[src/rtl/pdm_mic_emulator_pkg.sv]
// Shared constants and helpers for the PDM microphone emulator.
// Channel numbering: line k carries channel 2k (left) and 2k+1 (right).
package pdm_emu_pkg;

    localparam int PCM_W = 16;
    localparam int ACC_W = 16;
    localparam logic [ACC_W-1:0] OFFSET = 16'h8000;

    typedef enum logic {
        LR_LEFT  = 1'b0,
        LR_RIGHT = 1'b1
    } lr_e;

    function automatic int ch_of(input int line, input logic lr);
        return 2 * line + int'(lr);
    endfunction

endpackage

[src/rtl/pdm_mic_emulator_if.sv]
// PCM write port of the emulator: the host loads one sample per transfer.
// A transfer happens on every clk edge where pcm_valid and pcm_ready are both 1;
// the master holds channel/data stable while valid is high and not yet accepted.
interface pdm_mic_emulator_if #(
    parameter int CH_W  = 3,
    parameter int PCM_W = 16
) ();

    logic             pcm_valid;
    logic             pcm_ready;
    logic [CH_W-1:0]  pcm_channel;
    logic [PCM_W-1:0] pcm_data;

    modport master (
        output pcm_valid,
        output pcm_channel,
        output pcm_data,
        input  pcm_ready
    );

    modport slave (
        input  pcm_valid,
        input  pcm_channel,
        input  pcm_data,
        output pcm_ready
    );

endinterface

[src/rtl/pdm_mic_emulator_sd_mod.sv]
// First-order sigma-delta modulator for one channel: the carry out of an
// offset-binary accumulator is the PDM bit, so ones density = u / 2^16.
module pdm_sd_mod
    import pdm_emu_pkg::*;
(
    input  logic             clk,
    input  logic             reset_n,
    input  logic             clr,
    input  logic             step,
    input  logic [ACC_W-1:0] sample,
    output logic             bit_out
);

    logic [ACC_W-1:0] acc_q;
    logic [ACC_W-1:0] acc_d;
    logic [ACC_W:0]   sum;

    assign sum     = {1'b0, acc_q} + {1'b0, sample ^ OFFSET};
    assign bit_out = sum[ACC_W];

    always_comb begin
        acc_d = acc_q;
        if (clr) begin
            acc_d = '0;
        end else if (step) begin
            acc_d = sum[ACC_W-1:0];
        end
    end

    always_ff @(posedge clk or negedge reset_n) begin
        if (!reset_n) begin
            acc_q <= '0;
        end else begin
            acc_q <= acc_d;
        end
    end

endmodule

[src/rtl/pdm_mic_emulator.sv]
// PDM microphone array emulator: follows the collector's mic_clock/mic_select
// and drives one modulated bit per line on every served mic_clock edge.
module pdm_mic_emulator #(
    parameter int NUM_LINES = 4,
    parameter int PCM_W     = 16,
    parameter int CH_W      = $clog2(2 * NUM_LINES)
) (
    input  logic                 clk,
    input  logic                 reset_n,
    input  logic                 mic_clock,
    input  logic                 mic_select,
    input  logic                 enable,
    pdm_mic_emulator_if.slave    pcm,
    output logic [NUM_LINES-1:0] mic_data,
    output logic [31:0]          edge_count
);

    import pdm_emu_pkg::*;

    localparam int NUM_CH = 2 * NUM_LINES;
    localparam logic [CH_W:0] NUM_CH_V = (CH_W + 1)'(NUM_CH);

    logic [2:0]           mclk_q;
    logic [1:0]           msel_q;
    logic                 ready_q;
    logic [NUM_LINES-1:0] mic_q;
    logic [NUM_LINES-1:0] mic_d;
    logic [31:0]          cnt_q;
    logic [31:0]          cnt_d;
    logic [PCM_W-1:0]     pend_q [NUM_CH];
    logic [PCM_W-1:0]     act_q  [NUM_CH];

    logic              rise;
    logic              fall;
    logic              served;
    lr_e               lr;
    logic              wr_hit;
    logic              clr;
    logic [NUM_CH-1:0] step;
    logic [NUM_CH-1:0] mod_bit;

    // mclk_q[1] is the synchronised level, mclk_q[2] its one-cycle-old copy.
    assign rise   = mclk_q[1] & ~mclk_q[2];
    assign fall   = ~mclk_q[1] & mclk_q[2];
    assign served = enable & (rise | fall);
    assign lr     = rise ? lr_e'(msel_q[1]) : lr_e'(~msel_q[1]);
    assign wr_hit = pcm.pcm_valid & ready_q & ({1'b0, pcm.pcm_channel} < NUM_CH_V);
    assign clr    = ~enable;

    assign pcm.pcm_ready = ready_q;
    assign mic_data      = mic_q;
    assign edge_count    = cnt_q;

    always_comb begin
        step = '0;
        for (int c = 0; c < NUM_CH; c++) begin
            step[c] = served & (lr == (((c % 2) == 1) ? LR_RIGHT : LR_LEFT));
        end
    end

    for (genvar c = 0; c < NUM_CH; c++) begin : g_mod
        pdm_sd_mod u_mod (
            .clk     (clk),
            .reset_n (reset_n),
            .clr     (clr),
            .step    (step[c]),
            .sample  (act_q[c]),
            .bit_out (mod_bit[c])
        );
    end

    always_comb begin
        mic_d = mic_q;
        if (!enable) begin
            mic_d = '0;
        end else if (served) begin
            for (int k = 0; k < NUM_LINES; k++) begin
                mic_d[k] = mod_bit[ch_of(k, lr)];
            end
        end
        cnt_d = cnt_q + {31'b0, enable & rise};
    end

    // Commit reads pending before this cycle's write lands, so a same-cycle
    // write is picked up by the next served edge of that channel.
    always_ff @(posedge clk or negedge reset_n) begin
        if (!reset_n) begin
            mclk_q  <= '0;
            msel_q  <= '0;
            ready_q <= 1'b0;
            mic_q   <= '0;
            cnt_q   <= '0;
            for (int c = 0; c < NUM_CH; c++) begin
                pend_q[c] <= '0;
                act_q[c]  <= '0;
            end
        end else begin
            mclk_q  <= {mclk_q[1:0], mic_clock};
            msel_q  <= {msel_q[0], mic_select};
            ready_q <= 1'b1;
            mic_q   <= mic_d;
            cnt_q   <= cnt_d;
            for (int c = 0; c < NUM_CH; c++) begin
                if (step[c]) begin
                    act_q[c] <= pend_q[c];
                end
                if (wr_hit && (pcm.pcm_channel == CH_W'(c))) begin
                    pend_q[c] <= pcm.pcm_data;
                end
            end
        end
    end

endmodule

[src/flat_wrapper.sv]
// flat-port wrapper written by rule: the top's interface ports become plain ports
module pdm_mic_emulator_flat import pdm_emu_pkg::*;
#(
    parameter int NUM_LINES = 4,
    parameter int PCM_W     = 16,
    parameter int CH_W      = $clog2(2 * NUM_LINES)
)
  (clk, reset_n, mic_clock, mic_select, enable, mic_data, edge_count, pcm_pcm_valid, pcm_pcm_channel, pcm_pcm_data, pcm_pcm_ready);
  pdm_mic_emulator_if #(.CH_W(CH_W), .PCM_W(PCM_W)) pcm_i ();
  input  logic clk;
  input  logic reset_n;
  input  logic mic_clock;
  input  logic mic_select;
  input  logic enable;
  output logic [NUM_LINES-1:0] mic_data;
  output logic [31:0] edge_count;
  input wire logic [$bits(pcm_i.pcm_valid)-1:0] pcm_pcm_valid;
  input wire logic [$bits(pcm_i.pcm_channel)-1:0] pcm_pcm_channel;
  input wire logic [$bits(pcm_i.pcm_data)-1:0] pcm_pcm_data;
  output wire logic [$bits(pcm_i.pcm_ready)-1:0] pcm_pcm_ready;
  assign pcm_i.pcm_valid = pcm_pcm_valid;
  assign pcm_i.pcm_channel = pcm_pcm_channel;
  assign pcm_i.pcm_data = pcm_pcm_data;
  assign pcm_pcm_ready = pcm_i.pcm_ready;
  pdm_mic_emulator #(.NUM_LINES(NUM_LINES), .PCM_W(PCM_W), .CH_W(CH_W)) u_core (.clk(clk), .reset_n(reset_n), .mic_clock(mic_clock), .mic_select(mic_select), .enable(enable), .pcm(pcm_i), .mic_data(mic_data), .edge_count(edge_count));
endmodule
[config.mk]
export PLATFORM = sky130hd
export DESIGN_NAME = pdm_mic_emulator_flat
export DESIGN_NICKNAME = d
export VERILOG_FILES = /design/src/rtl/pdm_mic_emulator_pkg.sv /design/src/rtl/pdm_mic_emulator_if.sv /design/src/rtl/pdm_mic_emulator_sd_mod.sv /design/src/rtl/pdm_mic_emulator.sv /design/src/flat_wrapper.sv
export SDC_FILE = /design/constraint.sdc
export NUM_CORES = 1
export LEC_CHECK = 0
export BUFFER_PORTS_ARGS = -buffer_cell sky130_fd_sc_hd__buf_2
export CAP_MARGIN = 20
export CORE_MARGIN = 4
export CORE_UTILIZATION = 30
export CTS_CLUSTER_SIZE = 25
export DETAILED_ROUTE_END_ITERATION = 10
export SYNTH_ARGS = -nofsm -noshare
export SYNTH_HDL_FRONTEND = slang
export SYNTH_SLANG_ARGS = --single-unit
export TNS_END_PERCENT = 1
[constraint.sdc]
create_clock -name clk -period 3.2 [get_ports clk]
set_clock_uncertainty 0.1 [all_clocks]
set_input_delay 0.96 -clock clk [delete_from_list [all_inputs] [get_ports clk]]
set_output_delay 0.96 -clock clk [all_outputs]
set_load 0.1 [all_outputs]
# --- After elaboration in Yosys (flattened, before gate mapping) ---
# Cells that the tools add are included.
# Widths: inputs -> output; s select.
word_totals:
  ff_bits: 426
  mem_bits_rw: 0
  n_memories: 0
  mem_bits_ro: 0
  inputBits: 25
  latchBits: 0
  output_inout_bits: 37
  elab_cells: 114
op_classes:
  div_mod_pow: 0
  mul: 0
  reduce_logical: 9
  n_lt_le_gt_ge: 4
  n_bitwise: 20
  eq_ne: 10
  n_mux: 30
  n_shift: 0
  n_addsub: 12
ops:
  columns: ["op", "n"]
  rows:
  - ["$mux 16", 16]
  - ["$add 16x16->17", 8]
  - ["$lt 32x5->1 const B", 3]
  - ["$add 32x1->32", 1]
  - ["$eq 3x3->1 const B", 4]
  - ["$not 1->1", 12]
  - ["$bmux 1 s3", 3]
  - ["$mux 1", 9]
  - ["$add 3x1->4 const A", 2]
  - ["$logic_and 1x1->1", 8]
  - ["$mux 4", 2]
  - ["$and 1x1->1", 7]
  - ["$eq 3x2->1 const B", 2]
  - ["$ne 2x1->1 const B", 3]
  - ["$lt 1x4->1 const B", 1]
  - ["$add 2x1->3 const A", 1]
  - ["$eq 3x1->1 const B", 1]
  - ["$logic_not 3->1", 1]
  - ["$or 1x1->1", 1]

# --- Longest topological paths before layout ---
# Gate-level depths: netlist of the first run.
depth:
  ltp_word: 9
  mapped_depth: 13
  mapped_depth_nobuf: 11

# --- By module ---
# From an unflattened synthesis of the first run, not the netlist that was laid out.
hier_totals:
  hier_cells: 2087
  area_unflattened_um2: 23002.1
by_module_without_submodules:
  columns: ["mod", "area_each_um2", "instances", "cells_each"]
  rows:
  - ["pdm_mic_emulator", 11342.1, 1, 712]
  - ["pdm_sd_mod (u_core.g_mod[0].u_mod ...)", 1512.7, 3, 181]
  - ["pdm_sd_mod (u_core.g_mod[3].u_mod ...)", 1408.9, 3, 168]
  - ["pdm_sd_mod (u_core.g_mod[6].u_mod ...)", 1447.6, 2, 164]

# --- Worst setup path before layout of the first run ---
# Ideal clock, no wire load.
synth_path:
  path_kind: "input to register"
  from: "input port enable"
  to: "register u_core.cnt_q[26], in the netlist u_core.edge_count[26]"
  path_slack_ns: -0.475
  arrival_time_ns: 3.416
  n_path_buf: 3
  cell_stages: 12
  cell_sequence: "clkbuf_1 -> clkbuf_1 -> clkbuf_1 -> and2_1 -> ha_1 -> ha_1 -> nand3_1 -> nor3_1 -> nand3_1 -> nor2_1 -> nand2_1 -> xnor2_1"
synth_between:
  elab_chain_cells: 2
synth_rtl:
  columns: ["item", "line", "text"]
  rows:
  - ["start: declaration", "flat_wrapper.sv:14", "input logic enable;"]
  - ["$and 1x1->1", "pdm_mic_emulator.sv:81", "cnt_d = cnt_q + {31'b0, enable & rise};"]
  - ["$add 32x1->32", "pdm_mic_emulator.sv:81", null]
  - ["named net u_core.cnt_d[26]", "pdm_mic_emulator.sv:29", "logic [31:0] cnt_d;"]
  - ["end signal: assignment", "pdm_mic_emulator.sv:102", "cnt_q <= cnt_d;"]
  - ["end: declaration", "pdm_mic_emulator.sv:28", "logic [31:0] cnt_q;"]
# The timed path passes the listed nets, and every way through them passes these cells.
# A chain may end at the register's enable or synchronous reset.

# --- Worst setup path in the final report of the first run ---
layout_path:
  from: "register u_core.act_q[32] (netlist bit)"
  to: "register u_core.mic_q[2], in the netlist u_core.mic_data[2]"
layout_between:
  elab_chain_cells: 6
layout_rtl:
  columns: ["item", "line", "text"]
  rows:
  - ["start: declaration", "pdm_mic_emulator.sv:31", "logic [PCM_W-1:0] act_q [NUM_CH];"]
  - ["start signal: indexed assignment", "pdm_mic_emulator.sv:105", "act_q[c] <= pend_q[c];"]
  - ["$add 16x16->17", "pdm_mic_emulator_sd_mod.sv:18", "assign sum = {1'b0, acc_q} + {1'b0, sample ^ OFFSET};"]
  - ["$bmux 1 s3", "pdm_mic_emulator.sv:78", "mic_d[k] = mod_bit[ch_of(k, lr)];"]
  - ["$mux 1 (implied by the code) (2 in series)", "pdm_mic_emulator.sv:78", null]
  - ["$mux 4", "pdm_mic_emulator.sv:76", "end else if (served) begin"]
  - ["$mux 4", "pdm_mic_emulator.sv:74", "if (!enable) begin"]
  - ["end signal: assignment", "pdm_mic_emulator.sv:101", "mic_q <= mic_d;"]
  - ["end: declaration", "pdm_mic_emulator.sv:26", "logic [NUM_LINES-1:0] mic_q;"]
# No other way between the ends. The select of a mux whose other input is x is not followed.

==> summary.md, run 1 <==
| Metric | Value |
|---|---|
| Yosys warnings | `0` |
| Slowest CP cell | `or3_1` |
| Clock power share | `roughly 31%` |
| Synth async-reset ratio | `100%` |
| Clock latency on the worst-skew pair | `0.61 ns` |
| Worst EP required | `~3.6 ns` |
| CTS sink cnt | `between 400 and 500` |
| Grt total ovfl | `0` |
| Peak supply drop | `roughly 470 uV` |
| Pwr Density | `737 nW/um2` |
| Die X-Extent | `between 200 and 300 um` |
| Ys flop type | `dfrtp_1` |
| WL/cell | `~17 um` |
| CP cell instances | `ha_1 -> inv_1 -> fa_1 -> nor2b_1 -> o2111ai_1 -> and3_1 -> or3_1 -> a21oi_1 -> a31oi_1 -> nor3_1` |
| Worst slew pin tran | `between 0.8 and 0.9 ns` |
| DP Worst Slack | `between 0.15 and 0.2 ns` |
| I/O pins | `between 60 and 70` |
| Period minus WS final | `around 2.9 ns` |
| Register area share after synthesis | `about half` |
| Post-CTS sizing | `0` |
| H-tree Lvls | `2` |
| Max Cap Violations | `0` |
| Sw frac | `33.4%` |
| GRT Util Overall | `between 10 and 15%` |
| CP startpoint kind | `flop` |
| CP arrival | `between 3 and 4 ns` |
| Dpl hpwl | `around 35 mm` |
| Port bufs | `between 60 and 70` |
| CTS tree | `done` |
| Slew margin rel. | `44.6%` |
| Area grow syn2layout | `15.4%` |
| Hold WC Path Type | `reg -> reg` |
| Post-Synth Simple-Gate Area | `14.9%` |
| P_sw | `6.27 mW` |
| Routed wire length | `between 50 and 60 mm` |
| Number of global-route vias before repair | `around 17000` |
| Vias | `around 16000` |
| Critical path type | `reg -> reg` |
| Final #Nets | `between 2000 and 2500` |
| Synthesized area | `between 20000 and 25000 um2` |
| Setup Fix Bufs, Post-CTS | `0` |
| Status | `completed` |
| Main combinational cell family by area after synthesis | `simple AND/OR/NAND/NOR gates` |
| Clock Path Buffers | `3` |
| Total core area | `roughly 73000 um2` |
| RSZ-0062 raised after global routing | `no` |
| Synth cell types | `76` |
| Compound-cell area share of the yosys netlist | `about 13%` |
| Root Buffer | `clkbuf_16` |
| CTS Buf Count | `47` |
| Seq pwr share | `about two fifths` |
| Post-synthesis mux area share | `between 10% and 20%` |
| DIE HEIGHT | `279 um` |
| Slew Viols, Final | `0` |
| Post-Synthesis Cells | `about 2100` |
| Combinational power share | `29.1%` |
| Leak Pwr | `11.9 nW` |
| Layout fillers | `between 7000 and 8000` |
| Residual DRC | `0` |
| Final Wtd Congestion | `0.828` |
| Internal power | `between 10 and 15 mW` |
| Hold Buf Count CTS | `0` |
| Row count | `a little under 100` |
| DRT Pass-1 Iters | `5` |
| Crit end category | `flop` |
| Synthesized Nets | `roughly 2300` |
| DR vias/cell | `between 5 and 6` |
| Initial core utilization | `approximately 30%` |
| Largest net degree at the start of global routing | `82` |
| Final setup fails | `0` |
| Final Hold Fails | `0` |
| Syn_area_per_cell | `between 10 and 15 um2` |
| Synthesized flop and latch total | `about 430` |
| Final period util | `89.8%` |
| Initial drt markers | `995` |
| Layout cells sized above 1 | `between 10% and 20%` |
| Initial antenna violation count | `7` |
| Post-Synth XOR/XNOR Area | `under 10%` |
| Power Total | `approximately 19 mW` |
| Die area | `approximately 80000 um2` |
| Synth Area in Adders | `about 8.1%` |
| Reg clk slew, reported paths | `0.06 ns` |
| Largest stage delay, worst path | `between 0.4 and 0.5 ns` |
| Worst setup margin | `0.328 ns` |
| Count of flip-flops with a built-in enable after synthesis | `0` |
| Critical path fanouts, max | `3` |
| Fmax | `approximately 0.35 GHz` |
| Final ANT Viol Nets | `0` |
| First-pass GRT wire length | `87.7 mm` |
logic make-up after synthesis:
logic type / after synthesis
buf+inv: 140
flops: 426
xor+xnor: 80
fa+ha+maj: 139
compound gates: 441
simple gates: 696
mux: 198
other cells: 1
Yosys cell counts, drive strengths merged (6+ instances only):
library cell  count  area (um2)
a211o             6        52.6
a211oi           29         218
a21boi            8        60.1
a21o             35         263
a21oi           101         509
a31o              7        61.3
a31oi            15         100
and2             10        62.6
and3             25         156
buf              22        98.8
clkbuf           59         221
dfrtp           426       10700
fa                8         160
ha              131        1640
inv              59         221
mux2            192        2160
mux2i             6        60.1
nand2           298        1120
nand2b           26         163
nand3           120         601
nand3b           11        82.6
nand4             8        50.1
nand4b            8        70.1
nor2             87         327
nor2b            12        75.1
nor3             35         180
nor3b             9        67.6
nor4              7        43.8
o211ai           11        82.6
o21a             28         210
o21ai           122         614
o21bai            9        67.6
o31ai            24         180
or3              21         131
or4               7        52.6
xnor2            49         429
xor2             31         279
per-stage QoR:
step,hold slack [ns],utilization [%],cells,area [um2],TNS (ns)
after floorplan,0.231,-,2121,22100,-0.0141
after global placement,0.240,32.6,3104,23800,0
after detailed placement,0.237,32.6,3104,23800,0
after CTS,0.245,34.9,3192,25500,0
after global routing,0.278,34.9,3192,25500,0
final,0.251,34.9,3194,25500,0
sequential cells by signal (all words and copies together), names as in the netlist:
name,flops
u_core.edge_count,32
u_core.pend_q,128
u_core.pcm.pcm_ready,1
u_core.act_q,128
u_core.msel_q,2
u_core.g_mod.u_mod.acc_q,128
u_core.mclk_q,3
u_core.mic_data,4
power by group through the flow:
stage	Clock (mW)	Sequential, mW	Combinational, mW
6_report	5.82	7.48	5.47
5_1_grt	6.21	7.64	6.18
4_1_cts	5.99	7.48	5.48
3_5_place_dp	0	7.57	5.45
3_3_place_gp	0	7.51	5.21
2_1_floorplan	0	7.55	4.06
final timing paths:
path,to,cells past startpoint,from,slack (ns)
max in group asynchronous,u_core.edge_count[5],2,reset_n,1.89
max reg2reg,u_core.mic_data[2],10,u_core.act_q[32],0.33
min in group asynchronous,u_core.g_mod[6].u_mod.acc_q[9],1,reset_n,0.27
max,u_core.mic_data[2],10,u_core.act_q[32],0.33
min reg2reg,u_core.msel_q[1],0,u_core.msel_q[0],0.25
min,u_core.msel_q[1],0,u_core.msel_q[0],0.25
placed cells by master (no fill, tap or decap), types with 8 or more instances in the layout:
master     instances
nand3b_1          11
clkinv_2          13
and3_1            23
o211ai_1          11
buf_12             9
clkbuf_16         48
fa_1               8
dfrtp_1          426
nand4b_1           8
nand2b_1          25
o21ai_1           79
nand4_1            8
and2_1            10
mux2_2            92
mux2_1           100
nand3_1          117
buf_4             36
inv_1             57
nand2_1          297
or3_1             21
xnor2_1           49
nor3_1            33
o21bai_1           9
buf_2             59
a21oi_1          100
a31oi_1           14
nor2_1            85
a211oi_1          29
clkbuf_8           8
o21a_1            28
o21ai_0           42
xor2_1            30
ha_1             130
a21o_1            35
nor3b_1            9
nor2b_1           12
o31ai_1           24
critical path: cells and delay by family, from the launching register on:
family                     cells  cell delay, ns
DFF                            1            0.35
AOI/OAI and AO/OA              3            0.62
buffers and inverters          1            0.07
and+or+nand+nor                4            1.05
adders and majority gates      2            0.60
area by class of cell:
class / instances / area (um2) / share of cell area (%)
multi-input cells: 1555 / 10900 / 43.0
well taps: 959 / 1200 / 4.71
repair buffers: 105 / 761 / 2.99
inverters: 59 / 221 / 0.869
clock buffers: 60 / 1330 / 5.21
clock inverters: 28 / 353 / 1.39
flip-flops and latches: 426 / 10700 / 41.8
diodes: 2 / 5.00 / 0.0196
layer usage:
metal / vias to the layer above / wire (um) / global-route usage [%]
met5: - / 13 / 0
met2: 349 / 23800 / 21.7
li1: 7786 / - / -
met3: 91 / 2530 / 2.23
met1: 8076 / 25900 / 19.2
met4: 2 / 1430 / 4.43
Note: power is estimated with default switching activity, not from simulation.
==> run 2: changes to the inputs <==
==> constraint.sdc (replaced) <==
create_clock -name clk -period 3.2 [get_ports clk]
set_clock_uncertainty 0.1 [all_clocks]
set_input_delay 0.16 -clock clk [delete_from_list [all_inputs] [get_ports clk]]
set_output_delay 0.16 -clock clk [all_outputs]
set_load 0.1 [all_outputs]
==> summary.md, run 2 (synthesized netlist as in run 1, its figures left out) <==
| Metric | Value |
|---|---|
| CTS sink cnt | `between 400 and 500` |
| Die X-Extent | `approximately 280 um` |
| Port bufs | `about 60` |
| Initial core utilization | `between 30% and 40%` |
| Dpl hpwl | `about 35 mm` |
| RSZ-0062 raised after global routing | `no` |
| Root Buffer | `clkbuf_16` |
| Max Cap Violations | `0` |
| GRT Util Overall | `13.7%` |
| Setup Fix Bufs, Post-CTS | `0` |
| Power Total | `between 15 and 20 mW` |
| Commonest non-fill, non-tap cell in the layout | `dfrtp_1` |
| Layout cells sized above 1 | `a little over an eighth` |
| Grt total ovfl | `0` |
| Final #Nets | `~2400` |
| Reg clk slew, reported paths | `approximately 0.06 ns` |
| RR Endpoint | `u_core.mic_data[2]` |
| Die area | `roughly 78000 um2` |
| Initial antenna violation count | `7` |
| First-pass GRT wire length | `88.1 mm` |
| Initial drt markers | `1123` |
| Final period util | `roughly 88%` |
| DR vias/cell | `slightly above 5` |
| Pwr Density | `737 nW/um2` |
| Number of diodes | `0` |
| Slew Viols, Final | `0` |
| CTS tree | `done` |
| Crit end category | `flop` |
| R2R cell count | `10` |
| Cell area after layout | `between 20000 and 30000 um2` |
| Layout fillers | `just over 7000` |
| Finished Core Util | `a little over a third` |
| Post-CTS sizing | `0` |
| I/O pins | `62` |
| Residual DRC | `0` |
| Total core area | `73000 um2` |
| DIE HEIGHT | `279 um` |
| Critical path type | `reg -> reg` |
| Hold Buf Count CTS | `6` |
| WL/cell | `16.8 um` |
| Critical path fanouts, max | `3` |
| CTS Buf Count | `49` |
| Clock latency on the worst-skew pair | `between 0.5 and 0.6 ns` |
| DP Area | `between 20000 and 25000 um2` |
| Row count | `99` |
| Final Wtd Congestion | `around 0.84` |
| Number of global-route vias before repair | `around 16000` |
| Worst slew pin tran | `approximately 0.84 ns` |
| H-tree Lvls | `2` |
| Fmax | `0.354 GHz` |
| Final setup fails | `0` |
| Fin Hold WS | `0.0415 ns` |
| Final Hold Fails | `0` |
| Worst setup path startpoint | `u_core.g_mod[5].u_mod.acc_q[0]` |
| Status | `completed` |
| Hold WC Path Type | `in -> async` |
| Worst EP required | `3.60 ns` |
| Period minus WS final | `between 2 and 3 ns` |
| Leak Pwr | `around 12 nW` |
| Post-Route Setup TNS | `0 ns` |
| Largest net degree at the start of global routing | `approximately 110` |
| Regs by FF count | `u_core.act_q: 128 flops, u_core.g_mod.u_mod.acc_q: 128 flops, u_core.pend_q: 128 flops` |
| DRT Pass-1 Iters | `5` |
| CP startpoint kind | `flop` |
| R2R Setup Slk | `0.37 ns` |
| Final ANT Viol Nets | `0` |
| Clock Path Buffers | `3` |
| Most frequent cells in the layout | `426 x dfrtp_1, 297 x nand2_1, 131 x ha_1` |
| Routed wire length | `approximately 54 mm` |
| Slew margin rel. | `between 40% and 50%` |
| Area grow syn2layout | `15.6%` |
| Vias | `about 16000` |
| CP arrival | `3.22 ns` |
| Peak supply drop | `just under 400 uV` |
| R2r startpoint | `u_core.g_mod[5].u_mod.acc_q[0]` |
-- run 2: final cells by class --
class	instances	area (um2)	share of cell area (%)
inverters	59	221	0.868
clock inverters	23	294	1.15
clock buffers	66	1420	5.57
well taps	959	1200	4.70
flip-flops and latches	426	10700	41.8
multi-input cells	1555	10900	42.8
repair buffers	111	811	3.18
-- run 2: per-layer routing --
metal	track usage (%)	vias up	wire, um
li1	-	7786	-
met1	19.0	8096	25200
met2	22.6	301	25000
met3	2.29	74	2430
met4	3.31	0	993
met5	0	-	0
-- run 2: worst max-delay path by stage --
stage | cells past startpoint | end
after floorplan | 12 | u_core.edge_count[26]
after global placement | 8 | u_core.act_q[64]
after detailed placement | 10 | u_core.mic_data[2]
after CTS | 8 | u_core.act_q[97]
after global routing | 10 | u_core.mic_data[2]
final | 10 | u_core.mic_data[2]
-- run 2: where the power goes --
group	leakage, nW	internal (mW)	switching (mW)
combinational	5.64	2.34	3.10
clock	0.841	3.60	2.30
sequential	5.49	6.70	0.777
-- run 2: critical path, cell delays in order (launching register included) --
cell and delay [ns]:
dfrtp_1 0.35, ha_1 0.19, inv_1 0.06, fa_1 0.40, nor2b_1 0.18, o2111ai_1 0.21
and3_1 0.26, or3_1 0.42, a21oi_1 0.25, a31oi_1 0.14, nor3_1 0.17
-- run 2: stage by stage --
stage,setup slack (ns),cells
finish,0.373,3199
floorplan,0.325,2121
CTS,0.384,3198
global route,0.0368,3199
detailed placement,0.417,3103
global placement,0.469,3103
